## src/rtl/cdb_arbiter.sv

```systemverilog
// Common data bus arbiter: two result FIFOs (ALU, memory), round-robin pick, registered broadcast.
// Define CDB_STATS_EN to add saturating conflict/stall counters (stat_conflict, stat_stall).
module cdb_arbiter #(
  parameter int DATA_W     = 32,
  parameter int TAG_W      = 3,
  parameter int FIFO_DEPTH = 2
) (
  input  logic              clk,
  input  logic              rst,
  input  logic              flush,
  input  logic              alu_valid,
  input  logic [TAG_W-1:0]  alu_des,
  input  logic [DATA_W-1:0] alu_data,
  output logic              alu_ready,
  input  logic              mem_valid,
  input  logic [TAG_W-1:0]  mem_des,
  input  logic [DATA_W-1:0] mem_data,
  output logic              mem_ready,
  output logic [TAG_W-1:0]  cdb_des,
  output logic [DATA_W-1:0] cdb_data,
  output logic              cdb_src
`ifdef CDB_STATS_EN
  ,
  output logic [15:0]       stat_conflict,
  output logic [15:0]       stat_stall
`endif
);

  localparam int PTR_W = (FIFO_DEPTH > 1) ? $clog2(FIFO_DEPTH) : 1;
  localparam int CNT_W = PTR_W + 1;

  // Source index 0 = ALU, 1 = memory unit; matches the cdb_src encoding.
  logic [TAG_W-1:0]  tag_q  [2][FIFO_DEPTH];
  logic [DATA_W-1:0] data_q [2][FIFO_DEPTH];
  logic [PTR_W-1:0]  wr_ptr [2];
  logic [PTR_W-1:0]  rd_ptr [2];
  logic [CNT_W-1:0]  cnt    [2];

  logic [TAG_W-1:0]  in_des  [2];
  logic [DATA_W-1:0] in_data [2];
  logic [1:0]        in_valid;
  logic [1:0]        ready;
  logic [1:0]        nonempty;
  logic [1:0]        push;
  logic [1:0]        pop;
  logic [1:0]        grant;
  logic              win_src;
  logic              rr_last;

  assign in_valid   = {mem_valid, alu_valid};
  assign in_des[0]  = alu_des;
  assign in_des[1]  = mem_des;
  assign in_data[0] = alu_data;
  assign in_data[1] = mem_data;

  always_comb begin
    for (int s = 0; s < 2; s++) begin
      ready[s]    = (cnt[s] < CNT_W'(FIFO_DEPTH));
      nonempty[s] = (cnt[s] != '0);
      push[s]     = in_valid[s] && ready[s] && (in_des[s] != '0) && !flush;
    end
  end

  assign alu_ready = ready[0];
  assign mem_ready = ready[1];

  always_comb begin
    grant   = 2'b00;
    win_src = 1'b0;
    if (&nonempty) begin
      win_src = ~rr_last;
      grant   = rr_last ? 2'b01 : 2'b10;
    end else if (nonempty[0]) begin
      win_src = 1'b0;
      grant   = 2'b01;
    end else if (nonempty[1]) begin
      win_src = 1'b1;
      grant   = 2'b10;
    end
  end

  assign pop = grant & {2{!flush}};

  always_ff @(posedge clk) begin
    for (int s = 0; s < 2; s++) begin
      if (push[s]) begin
        tag_q[s][wr_ptr[s]]  <= in_des[s];
        data_q[s][wr_ptr[s]] <= in_data[s];
      end
    end
  end

  always_ff @(posedge clk) begin
    if (!rst) begin
      for (int s = 0; s < 2; s++) begin
        wr_ptr[s] <= '0;
        rd_ptr[s] <= '0;
        cnt[s]    <= '0;
      end
      cdb_des  <= '0;
      cdb_data <= '0;
      cdb_src  <= 1'b0;
      rr_last  <= 1'b1;
    end else if (flush) begin
      for (int s = 0; s < 2; s++) begin
        wr_ptr[s] <= '0;
        rd_ptr[s] <= '0;
        cnt[s]    <= '0;
      end
      cdb_des <= '0;
      rr_last <= 1'b1;
    end else begin
      for (int s = 0; s < 2; s++) begin
        if (push[s]) wr_ptr[s] <= wr_ptr[s] + PTR_W'(1);
        if (pop[s])  rd_ptr[s] <= rd_ptr[s] + PTR_W'(1);
        if (push[s] && !pop[s])      cnt[s] <= cnt[s] + CNT_W'(1);
        else if (pop[s] && !push[s]) cnt[s] <= cnt[s] - CNT_W'(1);
      end
      if (|grant) begin
        cdb_des  <= tag_q[win_src][rd_ptr[win_src]];
        cdb_data <= data_q[win_src][rd_ptr[win_src]];
        cdb_src  <= win_src;
      end else begin
        cdb_des <= '0;
      end
      // Round-robin pointer only moves when there was a real contest.
      if (&nonempty) rr_last <= win_src;
    end
  end

`ifdef CDB_STATS_EN
  logic conflict_evt;
  logic stall_evt;

  assign conflict_evt = &nonempty;
  assign stall_evt    = (alu_valid && !ready[0]) || (mem_valid && !ready[1]);

  always_ff @(posedge clk) begin
    if (!rst) begin
      stat_conflict <= '0;
      stat_stall    <= '0;
    end else begin
      if (conflict_evt && (stat_conflict != 16'hFFFF)) stat_conflict <= stat_conflict + 16'd1;
      if (stall_evt && (stat_stall != 16'hFFFF))       stat_stall    <= stat_stall + 16'd1;
    end
  end
`endif

endmodule

```

## config.mk

```make
export PLATFORM = sky130hd
export DESIGN_NAME = cdb_arbiter
export DESIGN_NICKNAME = d
export VERILOG_FILES = /design/src/rtl/cdb_arbiter.sv
export SDC_FILE = /design/constraint.sdc
export NUM_CORES = 1
export LEC_CHECK = 0
export ABC_AREA = 1
export CAP_MARGIN = 20
export CORE_MARGIN = 2
export CORE_UTILIZATION = 45
export CTS_BUF_LIST = sky130_fd_sc_hd__clkbuf_16
export DETAILED_ROUTE_END_ITERATION = 16
export GPL_ROUTABILITY_DRIVEN = 1
export GPL_TIMING_DRIVEN = 0
export PLACE_DENSITY = 0.8
export SYNTH_ARGS = -nofsm -noshare
export SYNTH_HDL_FRONTEND = slang
export SYNTH_SLANG_ARGS = --single-unit
```

## constraint.sdc

```tcl
create_clock -name clk -period 5.6 [get_ports clk]
set_input_delay 1.12 -clock clk [delete_from_list [all_inputs] [get_ports clk]]
set_output_delay 1.12 -clock clk [all_outputs]
set_load 0.01 [all_outputs]
```

---- Word level (Yosys, flattened, before mapping) ----
Memory sizes are Yosys's and may differ from the RTL's.
Index checks and enable logic that the tools add are counted.
storage, ports and cells
  memory bits (writable) .................. 148
  word-level logic and storage cells ...... 149
  output and inout port bits .............. 38
  input bits .............................. 75
  flip-flop bits (word level) ............. 37
  memories kept ........................... 5
cells by class
  mux-type cells .......................... 77
  add/sub/neg operators ................... 8
  magnitude comparators ................... 7
  reduce and logical (&&, ||, !) cells .... 26
  bitwise gates (word level) .............. 22
memories
  memory  words  bits a word  read ports  clocked after memory_dff  wr ports  RTL line  source
  data_q  2      64           1           0                         2         34        logic [DATA_W-1:0] data_q [2][FIFO_DEPTH];
  tag_q   2      6            1           0                         2         33        logic [TAG_W-1:0] tag_q [2][FIFO_DEPTH];
  cnt     2      2            2           0                         2         37        logic [CNT_W-1:0] cnt [2];
  rd_ptr  2      1            3           0                         2         36        logic [PTR_W-1:0] rd_ptr [2];
  wr_ptr  2      1            2           0                         2         35        logic [PTR_W-1:0] wr_ptr [2];
operators with widths
  cell                                                                          count
  32-bit 2-to-1 mux                                                             5
  64-bit 2-to-1 mux                                                             2
  32-bit demux with 1-bit select                                                2
  1-bit 2-to-1 mux                                                              49
  2-bit 2-to-1 mux                                                              10
  3-bit 2-to-1 mux                                                              5
  1-bit OR                                                                      14
  1-bit logical AND                                                             12
  6-bit 2-to-1 mux                                                              2
  3-bit demux with 1-bit select                                                 2
  2-bit >= comparator, second input constant                                    3
  1-bit inverter with 2-bit output                                              3
  3-bit nonzero test                                                            2
  1-bit logical NOT                                                             5
  1-bit adder, second input constant                                            4
  2-bit by 1-bit adder with 2-bit output, second input constant                 2
  2-bit by 1-bit less-than comparator with 1-bit output, second input constant  2
  2-bit less-than comparator, second input constant                             2
  1-bit inverter                                                                4
  2-bit AND reduction                                                           2
  2-bit nonzero test                                                            2
  2-bit OR reduction                                                            2
  2-bit by 1-bit subtractor with 2-bit output, second input constant            2
  3-bit OR reduction                                                            1
  2-bit bitwise AND                                                             1

---- Depth between registers and ports, before layout ----
Gate-level depths: netlist of run 1.
  word-level depth ........................ 13
  mapped depth ............................ 12
  depth with buffers taken out ............ 11

---- Worst setup path before layout of run 1 ----
Ideal clock, no wire load.
  kind .................................... input-to-reg
  start ................................... input flush
  end ..................................... memory data_q[1][0] (netlist bit) (enable)
  data arrival time ....................... 2.988 ns
  path buffers ............................ 0
  stages on the path ...................... 5
  setup time .............................. 0.427 ns
  path slack .............................. 2.185 ns
  data required time ...................... 5.173 ns
  path through ............................ inv_1 > nand3_1 > nor2_1 > inv_1 > nor2_1
RTL lines
  element             RTL line  source
  start: declaration  10        input logic flush,
  end: declaration    34

==> results of run 1 <==
## cell families (layout without fill, tap and decap cells)
kind of cell	count (synthesis)	in the layout
and+or+nand+nor	421	421
DFF	185	185
buffers and inverters	60	208
AOI/OAI and AO/OA	42	42
adders and majority gates	1	1
## metrics by stage
step	setup slack [ps]	power [mW]	hold slack [ps]
floorplan	2185	2.288	488.4
global placement	522.0	2.651	452.3
detailed placement	2184	2.682	455.8
CTS	2622	3.788	465.7
global route	2509	3.958	491.2
finish	2626	3.777	462.3
## how the worst max path moves through the flow
stage                      from            end  depth (start not counted)
after floorplan           flush   data_q[1][0]                          5
after global placement    flush  data_q[1][19]                          6
after detailed placement  flush  data_q[1][54]                          7
after CTS                 flush  data_q[1][58]                          7
after global routing      flush  data_q[1][58]                          7
final                     flush  data_q[1][58]                          7
## cells in the mapped netlist
cell type  instances  area, um^2
a21oi_2            1       8.760
inv_2              1       3.750
clkbuf_1           3       11.26
nor3_1             1       5.000
nand2_1          311        1167
dfxtp_1           37       740.7
a31oi_1            3       18.77
buf_4             13       97.59
inv_1             20       75.07
a21oi_1           34       170.2
nand3b_2           1       11.26
nor2_1            15       56.30
buf_6              4       45.04
nand4_1            2       12.51
nand2_4            2       22.52
edfxtp_1         148        4444
o311ai_0           1       8.760
o21ai_0            2       10.01
ha_1               1       12.51
nand3_1           83       415.4
nor2_4             1       11.26
and2_1             3       18.77
nand3_2            1       10.01
buf_2             19       95.09
or2_1              1       6.260
o21ai_2            1       8.760
## per-layer routing
layer  GRT usage, %  part of all wire, %  vias to the layer above
met2          35.81                   50                      251
met5              0                    0                        -
met4          10.10                  2.9                        0
li1               -                    -                     2648
met3          3.755                  7.7                       46
met1          25.96                   39                     2534
## sequential cells by signal (all words and copies together), names as in the netlist
register and count:
cdb_des 3, rd_ptr 2, cnt 4, cdb_src 1
tag_q 12, wr_ptr 2, cdb_data 32, rr_last 1
data_q 128
## layout by cell type (no fill, tap or decap), types with 3 or more instances in the layout
cell,netlist,layout
a21oi_1,34,34
a31oi_1,3,3
and2_1,3,3
buf_16,0,3
buf_2,19,19
buf_4,13,13
buf_6,4,4
clkbuf_1,3,3
clkbuf_16,0,18
clkdlybuf4s50_1,0,112
clkinv_2,0,4
dfxtp_1,37,37
edfxtp_1,148,148
inv_1,20,25
nand2_1,311,311
nand3_1,83,83
nor2_1,15,11
nor2_4,1,5
## worst register-to-register path, cell delays in order (launching register included)
cell,delay [ps]
edfxtp_1,470
inv_1,110
nand2_1,60
nor2_1,160
nand2_1,230
nor2_4,610
buf_16,240
## power by group through the flow
stage,sequential (mW),combinational [mW],clock (mW)
finish,1.64,1.02,1.11
global route,1.65,1.14,1.17
CTS,1.64,1.02,1.12
detailed placement,1.67,1.01,0
global placement,1.67,0.980,0
floorplan,1.69,0.603,0
## layout make-up
| type | instances | area, um^2 | share of cell area, % |
|---|---|---|---|
| clock buffers | 18 | 450.4 | 4.712 |
| plain buffers | 39 | 249.0 | 2.605 |
| multi-input cells | 464 | 2004 | 20.97 |
| well taps | 220 | 275.3 | 2.880 |
| clock inverters | 14 | 92.59 | 0.9686 |
| repair buffers | 116 | 1224 | 12.80 |
| flip-flops and latches | 185 | 5185 | 54.24 |
| inverters | 21 | 78.83 | 0.8246 |
==> results.md, run 1 <==
- Hold_sp: cdb_data[13]
- Syn avg cell area: around 11 um^2
- Worst vdd ir: between 200 and 250 uV
- Post-layout nets: a little over 900
- Worst R2R Start: cnt[0][1]
- Wire length per cell: between 15 and 20 um
- Cell family with most CP delay: buffers and inverters
- P_int: 2.617 mW
- XOR/XNOR Fraction of Synth Area: 0%
- Gate power share: 27.1%
- Psw: roughly 1.2 mW
- Max-Cap Viols: 0
- Switching share of total power: 30.72%
- DRT Pass-1 Iters: 5
- Worst-path clk slew: roughly 60 ps
- Die footprint: around 18000 um^2
- Largest net degree at the start of global routing: 29
- Reg-to-reg endpoint: data_q[0][50]
- IO Pins: around 110
- Clk buf depth: 2
- Synthesized area: between 7000 and 8000 um^2
- Yosys warning count: 0
- CTS tree: built
- Max Clk Rate: 336.3 MHz
- Synth unique cells: 26
- Vias in the first global route: 5459
- Nature of the critical path startpoint: input port
- Post-CTS setup buffer count: 0
- Crit path cell chain: clkdlybuf4s50_1, inv_1, nand3_1, nor2_1, inv_1, nor2_4, buf_16
- Critical Path Max Stage Delay: roughly 570 ps
- Simple-gate area share of the yosys netlist: roughly 23%
- Sequential Power Share: between 40% and 50%
- Cell count after synthesis: between 700 and 800
- Die Height: between 100 and 150 um
- Final core occ: between 50 and 60%
- Compound-Gate Fraction of Synth Area: under 10%
- Clock Power Share: about 29%
- DP Cell Count: 1045
- Multiplexer share of the synthesized area: 0%
- WP data required: about 5700 ps
- Critical path's most frequent cell: inv_1
- CP arrival: around 3100 ps
- Worst skew pair latency: approximately 430 ps
- Fin cells: about 1100
- Max-slew headroom: between 50 and 60%
- Hold Vio Cnt, Final: 0
- DP HPWL: between 10 and 15 mm
- Final setup vio count: 0
- TritonCTS Sinks: around 190
- Status: finished, final reports clean
- Flop2flop setup slack: between 3000 and 4000 ps
- LEAKAGE: around 3.8 nW
- Starting DRT DRC Count: between 500 and 600
- Kind of critical path: in2reg
- GRT Util Overall: 21.00%
- Placed cell area: 9016 um^2
- Total gr overflow: 0
- Power Density: slightly below 400 nW/um^2
- Number of remaining DRC errors: 0
- Adder-Cell Fraction of Synth Area: 0.1671%
- Area grow syn2layout: 27.67%
- Syn Nets: slightly below 800
- Seq cells post-synth: around 190
- Final min period: 2974 ps
- First-pass GRT wire length: roughly 28 mm
- Max Slew Vio Count: 0
- RSZ-0062 raised after global routing: false
- Reg2Reg Depth: 6
- Vias after detailed routing: between 5000 and 6000
- Largest family of logic cells by synthesized area: simple AND/OR/NAND/NOR gates
- Share of layout cells above drive strength 1: 8.985%
- Initial Util: a little under half
- Die X-Extent: 133.0 um
- CP Buf/Inv Count: 4
- Skew final: ~9.4 ps
- Slowest stage cell, crit path: nor2_4
- Root Buffer Master: clkbuf_16
- Seq/Total Area, Yosys: between 60% and 70%
- Fillers: about 1300
- WHS Endpoint: cdb_data[13]
- Antenna Nets Post-Route: 0
- Hold Crit Class: reg2reg
- Post-DR vias/cell: between 5 and 6
- Crit share post-route: 53.10%
- Htree depth: 4
- Row cnt: 47
- Port Buffers: between 100 and 150
- Crit Path Max Fanout: 19
- TritonCTS buffer count: 17
- # diodes: 0
- PostCTS Resize Cnt: 0
- Drt total wl: 18.00 mm
- Worst Tran Pin Value: roughly 700 ps
- Worst setup EP type: flop
- Core Region: between 15000 and 20000 um^2
- Hold Path Stages: 2
- Hold Buf Count CTS: 0
- Setup TNS Final: 0 ps
- Design Area, Final: ~9600 um^2
- Antenna violations before repair: 0
- Final GP Congestion: roughly 0.82
No activity file was read; power rests on OpenSTA's default activity.
==> inputs of run 2 (changes only) <==
- clock period: 5.6 -> 3.1 ns (I/O delays scaled with it)
==> results of run 2 <==
Same layout as run 1 (identical final DEF). Status: finished, final reports clean.
Among the figures that moved: setup slack after placement 2184 ps -> 183.8 ps; setup slack after layout 2626 ps -> 626.3 ps; register-to-register setup slack 3410 ps -> 910 ps; total power 3.777 mW -> 6.822 mW; worst IR drop on VDD 235.6 uV -> 425.5 uV
